[src/rtl/fb_pkg.sv]
// Shared constants, FSM encoding and address helper for the frame-buffer write-port arbiter.
package fb_pkg;
  localparam int FB_W     = 640;
  localparam int FB_H     = 480;
  localparam int FB_DEPTH = FB_W * FB_H;
  localparam int ADDR_W   = 19;
  localparam int PIX_W    = 12;

  typedef enum logic {
    ST_ARB   = 1'b0,
    ST_CLEAR = 1'b1
  } fb_state_e;

  function automatic logic [ADDR_W-1:0] xy2addr(input logic [9:0] x, input logic [8:0] y);
    return ADDR_W'(x) + ADDR_W'(y) * ADDR_W'(FB_W);
  endfunction
endpackage

[src/rtl/fb_port_arbiter_rr_arb2.sv]
// Two-way round-robin grant: a lone valid wins, a tie goes to the side that did not win last.
module rr_arb2 (
  input  logic [1:0] valid,
  input  logic       last,
  output logic [1:0] grant
);
  // last=1 means r1 won most recently, so r0 takes the tie.
  assign grant[0] = valid[0] & (~valid[1] | last);
  assign grant[1] = valid[1] & (~valid[0] | ~last);
endmodule

[src/rtl/fb_port_arbiter.sv]
// Owns RAM write port A: round-robin between loader (r0) and k-means (r1), plus a full-buffer clear.
// Optional FB_VBLANK_GATE_EN adds a vblank input that stalls all writes while it is low.
module fb_port_arbiter #(
  parameter int FB_DEPTH = fb_pkg::FB_DEPTH,
  parameter int ADDR_W   = fb_pkg::ADDR_W,
  parameter int PIX_W    = fb_pkg::PIX_W
) (
  input  logic              clk,
  input  logic              rst,
`ifdef FB_VBLANK_GATE_EN
  input  logic              vblank,
`endif
  input  logic              clr_start,
  input  logic [PIX_W-1:0]  clr_color,
  output logic              clr_busy,
  input  logic              r0_valid,
  input  logic [ADDR_W-1:0] r0_addr,
  input  logic [PIX_W-1:0]  r0_data,
  output logic              r0_ready,
  input  logic              r1_valid,
  input  logic [ADDR_W-1:0] r1_addr,
  input  logic [PIX_W-1:0]  r1_data,
  output logic              r1_ready,
  output logic              wea,
  output logic [ADDR_W-1:0] addra,
  output logic [PIX_W-1:0]  dina,
  output logic              oob_drop
);
  import fb_pkg::*;

  localparam logic [ADDR_W-1:0] LAST_ADDR = ADDR_W'(FB_DEPTH - 1);

  fb_state_e         state_q, state_d;
  logic              last_q, last_d;
  logic [ADDR_W-1:0] cnt_q, cnt_d;
  logic [PIX_W-1:0]  color_q, color_d;
  logic              busy_q, busy_d;
  logic              wea_q, wea_d;
  logic [ADDR_W-1:0] addra_q, addra_d;
  logic [PIX_W-1:0]  dina_q, dina_d;
  logic              oob_q, oob_d;

  logic              gate, clr_acc;
  logic [1:0]        grant, ready;
  logic [ADDR_W-1:0] req_addr;
  logic [PIX_W-1:0]  req_data;

`ifdef FB_VBLANK_GATE_EN
  assign gate = vblank;
`else
  assign gate = 1'b1;
`endif

  rr_arb2 u_rr (
    .valid ({r1_valid, r0_valid}),
    .last  (last_q),
    .grant (grant)
  );

  always_comb begin
    // busy_q also covers the cycle after the FSM returns to ARB, while the last fill write is on the port.
    clr_acc  = clr_start & (state_q == ST_ARB) & ~busy_q;
    ready    = (state_q == ST_ARB && !clr_acc && gate) ? grant : 2'b00;
    req_addr = ready[1] ? r1_addr : r0_addr;
    req_data = ready[1] ? r1_data : r0_data;

    state_d = state_q;
    last_d  = last_q;
    cnt_d   = cnt_q;
    color_d = color_q;
    wea_d   = 1'b0;
    addra_d = addra_q;
    dina_d  = dina_q;
    oob_d   = 1'b0;

    case (state_q)
      ST_ARB: begin
        if (clr_acc) begin
          state_d = ST_CLEAR;
          color_d = clr_color;
          cnt_d   = '0;
          // Address 0 is issued on the accept edge so the fill starts on the port one cycle later.
          if (gate) begin
            wea_d   = 1'b1;
            addra_d = '0;
            dina_d  = clr_color;
            cnt_d   = ADDR_W'(1);
          end
        end else if (|ready) begin
          last_d = ready[1];
          if (req_addr <= LAST_ADDR) begin
            wea_d   = 1'b1;
            addra_d = req_addr;
            dina_d  = req_data;
          end else begin
            oob_d = 1'b1;
          end
        end
      end
      ST_CLEAR: begin
        if (gate) begin
          wea_d   = 1'b1;
          addra_d = cnt_q;
          dina_d  = color_q;
          if (cnt_q == LAST_ADDR) state_d = ST_ARB;
          else                    cnt_d   = cnt_q + ADDR_W'(1);
        end
      end
      default: state_d = ST_ARB;
    endcase

    busy_d = (state_d == ST_CLEAR) | (state_q == ST_CLEAR);
  end

  always_ff @(posedge clk) begin
    if (rst) begin
      state_q <= ST_ARB;
      last_q  <= 1'b1;
      cnt_q   <= '0;
      color_q <= '0;
      busy_q  <= 1'b0;
      wea_q   <= 1'b0;
      addra_q <= '0;
      dina_q  <= '0;
      oob_q   <= 1'b0;
    end else begin
      state_q <= state_d;
      last_q  <= last_d;
      cnt_q   <= cnt_d;
      color_q <= color_d;
      busy_q  <= busy_d;
      wea_q   <= wea_d;
      addra_q <= addra_d;
      dina_q  <= dina_d;
      oob_q   <= oob_d;
    end
  end

  assign r0_ready = ready[0];
  assign r1_ready = ready[1];
  assign clr_busy = busy_q;
  assign wea      = wea_q;
  assign addra    = addra_q;
  assign dina     = dina_q;
  assign oob_drop = oob_q;
endmodule

[config.mk]
export PLATFORM = sky130hd
export DESIGN_NAME = fb_port_arbiter
export DESIGN_NICKNAME = d
export VERILOG_FILES = /design/src/rtl/fb_pkg.sv /design/src/rtl/fb_port_arbiter_rr_arb2.sv /design/src/rtl/fb_port_arbiter.sv
export SDC_FILE = /design/constraint.sdc
export NUM_CORES = 1
export LEC_CHECK = 0
export BUFFER_PORTS_ARGS = -buffer_cell sky130_fd_sc_hd__buf_2
export CAP_MARGIN = 15
export CORE_MARGIN = 8
export CORE_UTILIZATION = 50
export CTS_CLUSTER_DIAMETER = 150
export DETAILED_ROUTE_END_ITERATION = 8
export PLACE_DENSITY = 0.84
export SKIP_LAST_GASP = 1
export SYNTH_ARGS = -nofsm -noshare
export SYNTH_HDL_FRONTEND = slang
export SYNTH_SLANG_ARGS = --single-unit
[constraint.sdc]
create_clock -name clk -period 2.64 [get_ports clk]
set_input_delay 0.132 -clock clk [delete_from_list [all_inputs] [get_ports clk]]
set_output_delay 0.132 -clock clk [all_outputs]
set_load 0.01 [all_outputs]
-- Word-level counts from Yosys, hierarchy flattened
Index checks and enable logic that the tools add are counted.
- $add $sub $neg: 1
- $lt $le $gt $ge: 1
- eq/ne operators: 5
- multiplexer cells: 22
- bitwise logic cells: 14
- reductions and logical operators: 8
- operators by type and width (kind ; count):
    $mux 19 ; 6
    $pmux 19 s2 ; 2
    $mux 12 ; 4
    $pmux 12 s2 ; 1
    $add 19x1->19 const B ; 1
    $eq 19x19->1 const B ; 1
    $le 19x19->1 const B ; 1
    $not 1->1 ; 7
    $mux 1 ; 6
    $ne 3x2->1 const B ; 2
    $reduce_and 2->1 ; 3
    $and 1x1->1 ; 4
    $ne 2x2->1 const B ; 2
    $pmux 1 s2 ; 2
    $reduce_or 4->1 ; 1
    $or 1x1->1 ; 3
    $reduce_and 3->1 ; 1
    $mux 2 ; 1
    $reduce_or 2->1 ; 1
    $logic_and 1x1->1 ; 1
    $logic_not 1->1 ; 1
- register bits after elaboration: 67
- bits of input ports: 79
- output and inout bits: 36
- logic and storage cells: 60

-- Longest topological paths before layout
Gate-level depths: netlist (run 1).
- depth in word-level cells: 12
- depth in mapped cells: 7
- gate-level depth less buffers: 6

-- Cells and area by module
A second synthesis (run 1) with hierarchy kept.
- cell total of the unflattened synthesis: 453
- area total of the unflattened synthesis: 3689.8 um^2
- modules (own cells, without submodules) (module ; times used ; cells an instance ; area each (um^2) ; sequential area each (um^2)):
    fb_port_arbiter ; 1 ; 450 ; 3671.0 ; 1341.3
    rr_arb2 ; 1 ; 3 ; 18.8 ; 0.0

-- Worst setup path before layout (run 1)
Ideal clock, no wire load.
- path type: register to register
- from: register cnt_q[0]
- to: register cnt_q[9]
- library setup time: 71 ps
- data arrival time: 1749 ps
- data required time: 2569 ps
- setup slack: 821 ps
- cell stages (with the launch flop): 8
- path buffers: 1
- clock period less this slack: 1819 ps
- cell sequence: dfxtp_1 -> ha_1 -> and3_4 -> and4_4 -> buf_6 -> and2_4 -> or4_1 -> a21oi_1
- cells in the longest elaborated chain, start to end: 3
- elaborated cells on any way between the ends: 6
- classes of those cells: 1 x add/sub; 2 x eq/ne; 2 x mux; 1 x reduce/logical
- RTL lines (item ; line ; RTL):
    from (decl) ; fb_port_arbiter.sv:35 ; logic [ADDR_W-1:0] cnt_q, cnt_d;
    from (signal assigned) ; fb_port_arbiter.sv:129 ; cnt_q <= cnt_d;
    $add 19x1->19 or $eq 19x19->1 (tied branches) ; fb_port_arbiter.sv:106, fb_port_arbiter.sv:105 ;
    $mux 19 or $ne 2x2->1 (tied branches) ; n/a ;
    $pmux 19 s2 or $reduce_and 2->1 (tied branches) ; n/a ;
Several ways; a longest one is shown, not always the timed one. The select of a mux whose other input is x is not followed.
A chain may end at the register's enable or synchronous reset.

-- Final worst setup path (run 1)
- from: register busy_q, in the netlist clr_busy
- to: output r0_ready
- cells in the longest elaborated chain, start to end: 5
- RTL lines (item ; line ; RTL):
    from (decl) ; fb_port_arbiter.sv:37 ; logic busy_q, busy_d;
    from (signal assigned) ; fb_port_arbiter.sv:131 ; busy_q <= busy_d;
    $not 1->1 ; fb_port_arbiter.sv:62 ; clr_acc = clr_start & (state_q == ST_ARB) & ~busy_q;
    $and 1x1->1 ; fb_port_arbiter.sv:62 ;
    $logic_not 1->1 ; fb_port_arbiter.sv:63 ; ready = (state_q == ST_ARB && !clr_acc && gate) ? grant : 2'b00;
    $logic_and 1x1->1 ; fb_port_arbiter.sv:63 ;
    $mux 2 ; fb_port_arbiter.sv:63 ;
    to (decl) ; fb_port_arbiter.sv:19 ; output logic r0_ready,
Every way passes these cells.

==> results of run 1 <==
==> worst max path at each step <==
stage                            end  slack [ps]  depth (start not counted)             startpoint
3_3_place_gp   addra[0]$_SDFFE_PP0P_         600                          5    last_q$_SDFFE_PP1P_
3_5_place_dp   addra[3]$_SDFFE_PP0P_         480                          5    last_q$_SDFFE_PP1P_
5_1_grt                     r0_ready         200                          4    clr_busy$_SDFF_PP0_
2_1_floorplan  cnt_q[9]$_SDFFE_PP0P_         820                          7  cnt_q[0]$_SDFFE_PP0P_
6_report                    r0_ready         380                          4    clr_busy$_SDFF_PP0_
4_1_cts                     r0_ready         380                          4    clr_busy$_SDFF_PP0_
==> placed cells by master, fill, tap and decap left out, types with 2 or more instances in the layout <==
cell type   netlist  routed
o21ai_0           2       2
o221a_2           9       9
and2_4            2       2
nand4_1           4       4
a22oi_1          12      12
nor3_1            3       3
a211oi_1          4       4
a31oi_1           2       2
or2b_1            2       2
nor2_1           45      45
and3_1            2       2
dfxtp_1          67      66
inv_1            17      17
xnor2_1          14      14
nand2b_1         14      14
and4_4            2       2
a221oi_1         12      12
nand2_1          92      92
buf_2             8     114
clkinvlp_4        0       3
nand3_1          23      23
buf_4             1       8
clkbuf_8          0       9
a21oi_1          36      36
o221a_1          10      10
and4_1            2       2
a311oi_1          2       2
and2_1            3       3
o211ai_1          3       3
a221o_1          12      12
==> cells by family (layout without fill, tap and decap cells) <==
family	after synthesis	count (layout)	synth area share, %
simple gates	204	204	26.4
compound gates	115	115	25.4
flops	67	67	37.2
buf+inv	51	155	6.36
xor+xnor	15	15	3.65
mux	2	2	0.591
fa+ha+maj	1	1	0.347
==> routing by layer <==
layer  global-route usage (%)  wire (um)  vias to the layer above
met5                        0          0                        -
li1                         -          -                     1825
met3                     4.97        925                       33
met2                     32.9       5060                      187
met4                     11.4        307                        0
met1                     28.1       4560                     1767
==> sequential cells by signal (all words and copies together), names as in the netlist <==
name	flops
addra	19
clr_busy	1
cnt_q	19
color_q	12
dina	12
last_q	1
oob_drop	1
state_q	1
wea	1
==> per-stage QoR <==
stage	setup WS [ps]	cells	hold slack [ps]	power [mW]
2_1_floorplan	821	455	268	1.47
3_3_place_gp	597	642	385	1.64
3_5_place_dp	481	642	390	1.66
4_1_cts	381	658	30.8	2.49
5_1_grt	196	658	49.9	2.60
6_report	384	658	43.0	2.49
==> critical path, stage by stage, from the launching register on <==
cell and delay [ps]:
dfxtp_1 340, nand2b_1 470, nand2b_1 580, nor2_1 230
buf_2 170
==> synth_stat cells (2+ instances only) <==
library cell  instances  share of area, %
nand3_1              23               3.2
dfxtp_1              67                37
o221a_1              10               3.1
and3_1                2              0.35
o221a_2               9               2.8
buf_2                 8               1.1
buf_1                 3              0.31
a221o_1              12               3.3
a311oi_1              2              0.49
o21ai_0               2              0.28
nand2_1              92               9.6
or2b_1                2              0.42
a31oi_1               2              0.35
and4_4                2              0.63
a21oi_1              36               5.0
a22oi_1              12               2.5
a221oi_1             12               2.9
buf_6                 3              0.94
and4_1                2              0.49
o211ai_1              3              0.63
a211oi_1              4              0.83
nand4_1               4              0.69
nand2b_1             14               2.4
and2_1                3              0.52
nor3_1                3              0.42
and2_4                2              0.49
xnor2_1              14               3.4
clkbuf_1             18               1.9
nor2_1               45               4.7
inv_1                17               1.8
==> layout make-up <==
type	count	area share (%)
Timing Repair Buffer	122	14.4
Clock buffer	10	2.91
Inverter	17	1.46
Multi-Input combinational cell	337	46.3
Sequential cell	67	30.6
Tap cell	99	2.82
Clock inverter	6	1.51
==> power breakdown <==
group	leakage, nW	total (mW)	internal, mW	switching, mW
clock network	0.0885	0.843	0.436	0.407
logic	1.25	0.505	0.213	0.292
registers	0.549	1.14	1.08	0.0574
total	1.89	2.49	1.73	0.756
==> flow_summary_export.csv, run 1 <==
group,metric,value,unit
status,status,"completed",
route,drc,0,
setup_path,end_kind,"output port",
clock_network,clock_sinks,67,
floorplan,row_count,31,
sta,setup_viol,0,
floorplan,die_h,101,um
clock_network,clock-root-buffer,"clkbuf_8",
cells_and_area,antenna_cells,0,
synth,ys_warn_count,0,
synth,ys_seq_elements,67,
cells_and_area,fillers,630,
min_path,hold_path_end,"color_q[6]$_SDFFE_PP0P_",
clock_network,numCtsBuffers,9,
sta,worst_pin_slew,834,ps
placement,dp_hpwl,8020,um
floorplan,core,0.00710,sq mm
power,p_per_area,567,mW/mm^2
min_path,hold_depth,3,
setup_path,start_kind,"register",
synth,syn_avg_cell_area,7.91,sq um
sta,grt_setup_unrepaired,"false",
cells_and_area,multiInputGateArea,0.00203,sq mm
grt,grt_antenna_before_repair,0,
grt,grt_usage,21.8,%
min_path,min_from,"clr_color[6]",
setup_path,cp_data_required_time,2510,ps
cells_and_area,drive_gt1_share,29.3,%
sta,hold_violations,0,
setup_path,path_class,"reg2out",
synth,synth_cells,455,
clock_network,cts_tree,"yes",
setup_path,crit_fanout,21,
placement,place_area,0.00419,sq mm
synth,seq_area_frac_synth,37.2,%
setup_path,r2r-end,"addra[3]$_SDFFE_PP0P_",
placement,gp_congestion,0.905,
job,max_cap_violations,0,
sta,finalCritPeriodShare,85.5,%
sta,drv_slew,0,
placement,port_buffers,114,
synth,ys_types,57,
clock_network,clkSlewWorstSetupHoldPaths,80,ps
cells_and_area,nNetsFinal,634,
min_path,hold_class,"in2reg",
power,peakVddDrop,0.000316,V
setup_path,r2r_cells,5,
synth,async_flop_share,0,%
route,routedWlPerCell,16.5,um
cells_and_area,syn2layout_area_growth,21.8,%
power,p_leak,1.89,nW
sta,slew_headroom,44.2,%
grt,gr-total-overflow,0,
route,drt_wl_total,10900,um
clock_network,clock_latency,340,ps
sta,fmax,443,MHz
setup_path,r2r_slack,430,ps
sta,setup_tns,0,ps
sta,fin_crit,2260,ps
clock_network,cts_max_level,3,
synth,synthesis.area,0.00360,sq mm
setup_path,rr_startpoint,"last_q$_SDFFE_PP1P_",
sta,clock-skew-final,8.66,ps
route,drtAntennaViolNets,0,
setup_path,cp.arrival,2120,ps
clock_network,cts_setup_buffers,0,
synth,synth_nets,535,
clock_network,cts-resized-gates,0,
floorplan,die_x,101,um
synth,ys.flop_type,"dfxtp_1",
synth,synth_edf_count,0,
floorplan,dieArea,0.0102,sq mm
route,first_iter_violations,386,
clock_network,clockBufferDepth,2,
route,vias,3812,
grt,grt_pass1_vias,3624,
route,detail_route.first_pass.iterations,5,
floorplan,initial_core_util,50.7,%
floorplan,io_pins,115,
route,via_per_inst,5.79,
cells_and_area,seqCellArea,0.00134,sq mm
grt,grt_first_pass_wirelength,17800,um
clock_network,postCtsHoldBufs,0,
grt,grt_max_degree,48,
cells_and_area,finalInstanceArea,0.00439,sq mm
cells_and_area,finish.utilization,61.8,%
(Power assumes the default switching activity.)
==> inputs of run 2 (changes only) <==
--- a/config.mk
+++ b/config.mk
@@ -7,11 +7,13 @@
 export LEC_CHECK = 0
 export BUFFER_PORTS_ARGS = -buffer_cell sky130_fd_sc_hd__buf_2
 export CAP_MARGIN = 15
+export CELL_PAD_IN_SITES_DETAIL_PLACEMENT = 1
+export CELL_PAD_IN_SITES_GLOBAL_PLACEMENT = 2
 export CORE_MARGIN = 8
-export CORE_UTILIZATION = 50
+export CORE_UTILIZATION = 31
 export CTS_CLUSTER_DIAMETER = 150
 export DETAILED_ROUTE_END_ITERATION = 8
-export PLACE_DENSITY = 0.84
+export PLACE_DENSITY = 0.91
 export SKIP_LAST_GASP = 1
 export SYNTH_ARGS = -nofsm -noshare
 export SYNTH_HDL_FRONTEND = slang
==> flow_summary_export.csv, run 2 (synthesis results as in run 1) <==
group,metric,value,unit
grt,met1_usage,20.4,%
power,combPwrFrac,19.3,%
grt,grt_busiest_layer,"met2",
cells_and_area,fillers,1417,
floorplan,io_pins,115,
floorplan,core,0.0114,sq mm
floorplan,dieArea,0.0153,sq mm
sta,fmax,480,MHz
cells_and_area,nNetsFinal,638,
sta,setup_viol,0,
grt,grt_max_degree,48,
sta,drv_slew,0,
grt,grt_pass1_vias,4094,
sta,worst_pin_slew,620,ps
floorplan,die_x,124,um
floorplan,initial_core_util,31.7,%
clock_network,postCtsHoldBufs,0,
cells_and_area,multiInputGateArea,0.00203,sq mm
power,swShare,28.8,%
sta,finalCritPeriodShare,79.0,%
setup_path,max_stage_delay,470,ps
sta,timing.hold.ws,56.0,ps
cells_and_area,fin_cells,706,
placement,dp.cells,690,
setup_path,crit_buf_inv,0,
power,seqPwrFrac,41.4,%
clock_network,cts_setup_buffers,0,
setup_path,path_class,"reg2reg",
floorplan,row_count,39,
sta,hold_violations,0,
sta,setup_tns,0,ps
clock_network,cts_tree,"yes",
power,p_per_area,604,mW/mm^2
power,p_switching,0.789,mW
sta,clock-skew-final,6.56,ps
setup_path,worstPathCellList,"or3b_2 > nor4_2 > a211oi_1 > nand2_1 > mux2_2",
setup_path,end_kind,"register",
placement,port_buffers,114,
power,peakVddDrop,0.000251,V
route,drtAntennaViolNets,0,
clock_network,clock-root-buffer,"clkbuf_16",
sta,grt_setup_unrepaired,"false",
min_path,hold_class,"in2reg",
cells_and_area,final_common_cell,"buf_2",
cells_and_area,drive_gt1_share,29.5,%
clock_network,clock_latency,330,ps
status,status,"completed",
setup_path,cp.arrival,2300,ps
placement,dp_hpwl,9700,um
sta,fin_crit,2080,ps
grt,grtUsageMet3,5.49,%
power,clkPwrFrac,39.3,%
route,detail_route.first_pass.iterations,4,
cells_and_area,layout_common_cells,"buf_2, nand2_1, dfxtp_1, nor2_1, a21oi_1",
setup_path,start_kind,"register",
power,p_leak,1.95,nW
clock_network,cts_max_level,3,
sta,slew_headroom,58.5,%
grt,gr-total-overflow,0,
clock_network,clock_sinks,67,
grt,grt_antenna_before_repair,0,
grt,grt_usage,17.2,%
route,first_iter_violations,205,
grt,use_met2,29.6,%
setup_path,crit_family,"simple AND/OR/NAND/NOR gates",
route,drc,0,
power,p_int,1.95,mW
clock_network,clockBufferDepth,2,
clock_network,numCtsBuffers,9,
route,vias,3743,
clock_network,clkSlewWorstSetupHoldPaths,50,ps
floorplan,die_h,124,um
clock_network,cts-resized-gates,0,
cells_and_area,syn2layout_area_growth,26.1,%
job,max_cap_violations,0,
setup_path,slowest_stage,"or3b_2",
setup_path,cp_data_required_time,2860,ps
setup_path,crit_fanout,7,
route,via_per_inst,5.30,
grt,grt_first_pass_wirelength,20900,um
route,drt_wl_total,12800,um
cells_and_area,seqCellArea,0.00134,sq mm
placement,gp_congestion,0.854,
route,routedWlPerCell,18.2,um
==> run 2: final timing paths <==
kind,endpoint,slack [ps],depth (start not counted),startpoint
worst max-delay path,cnt_q[16]$_SDFFE_PP0P_,560,5,cnt_q[15]$_SDFFE_PP0P_
worst min-delay path,color_q[0]$_SDFFE_PP0P_,60,3,clr_color[0]
worst max register to register,cnt_q[16]$_SDFFE_PP0P_,560,5,cnt_q[15]$_SDFFE_PP0P_
worst min register to register,color_q[11]$_SDFFE_PP0P_,460,2,color_q[11]$_SDFFE_PP0P_
==> run 2: per-layer routing <==
metal / part of all wire [%] / wire length (um)
met5: 0 / 0
met2: 49 / 6250
met4: 0.55 / 71
met1: 42 / 5410
met3: 8.6 / 1100
==> run 2: power by group through the flow <==
stage                     clock [mW]  combinational (mW)  sequential [mW]
after floorplan                    0               0.302             1.16
after global placement             0               0.518             1.15
after detailed placement           0               0.537             1.16
after CTS                       1.10               0.539             1.14
after global routing            1.15               0.588             1.15
final                           1.08               0.530             1.14
==> run 2: stage by stage <==
stage	power (mW)	setup WS [ps]	instance area (sq um)	utilization [%]
2_1_floorplan	1.47	821	3600	-
3_3_place_gp	1.67	601	4280	37.6
3_5_place_dp	1.69	563	4280	37.6
4_1_cts	2.77	549	4540	39.9
5_1_grt	2.88	430	4540	39.9
6_report	2.74	556	4540	39.9
==> run 2: worst register-to-register path: cells and delay by family (launching register included) <==
kind	cells	cell delay [ps]
AND/OR/NAND/NOR	3	1040
flip-flops	1	390
multiplexers	1	330
AO/OA/AOI/OAI	1	210
==> run 2: cell type report <==
cell class	instances	area share, %
clock inverters	3	0.331
repair buffers	126	14.5
inverters	17	1.41
well taps	143	3.94
diodes	1	0.0551
multi-input cells	337	44.7
clock buffers	12	5.43
flip-flops and latches	67	29.6
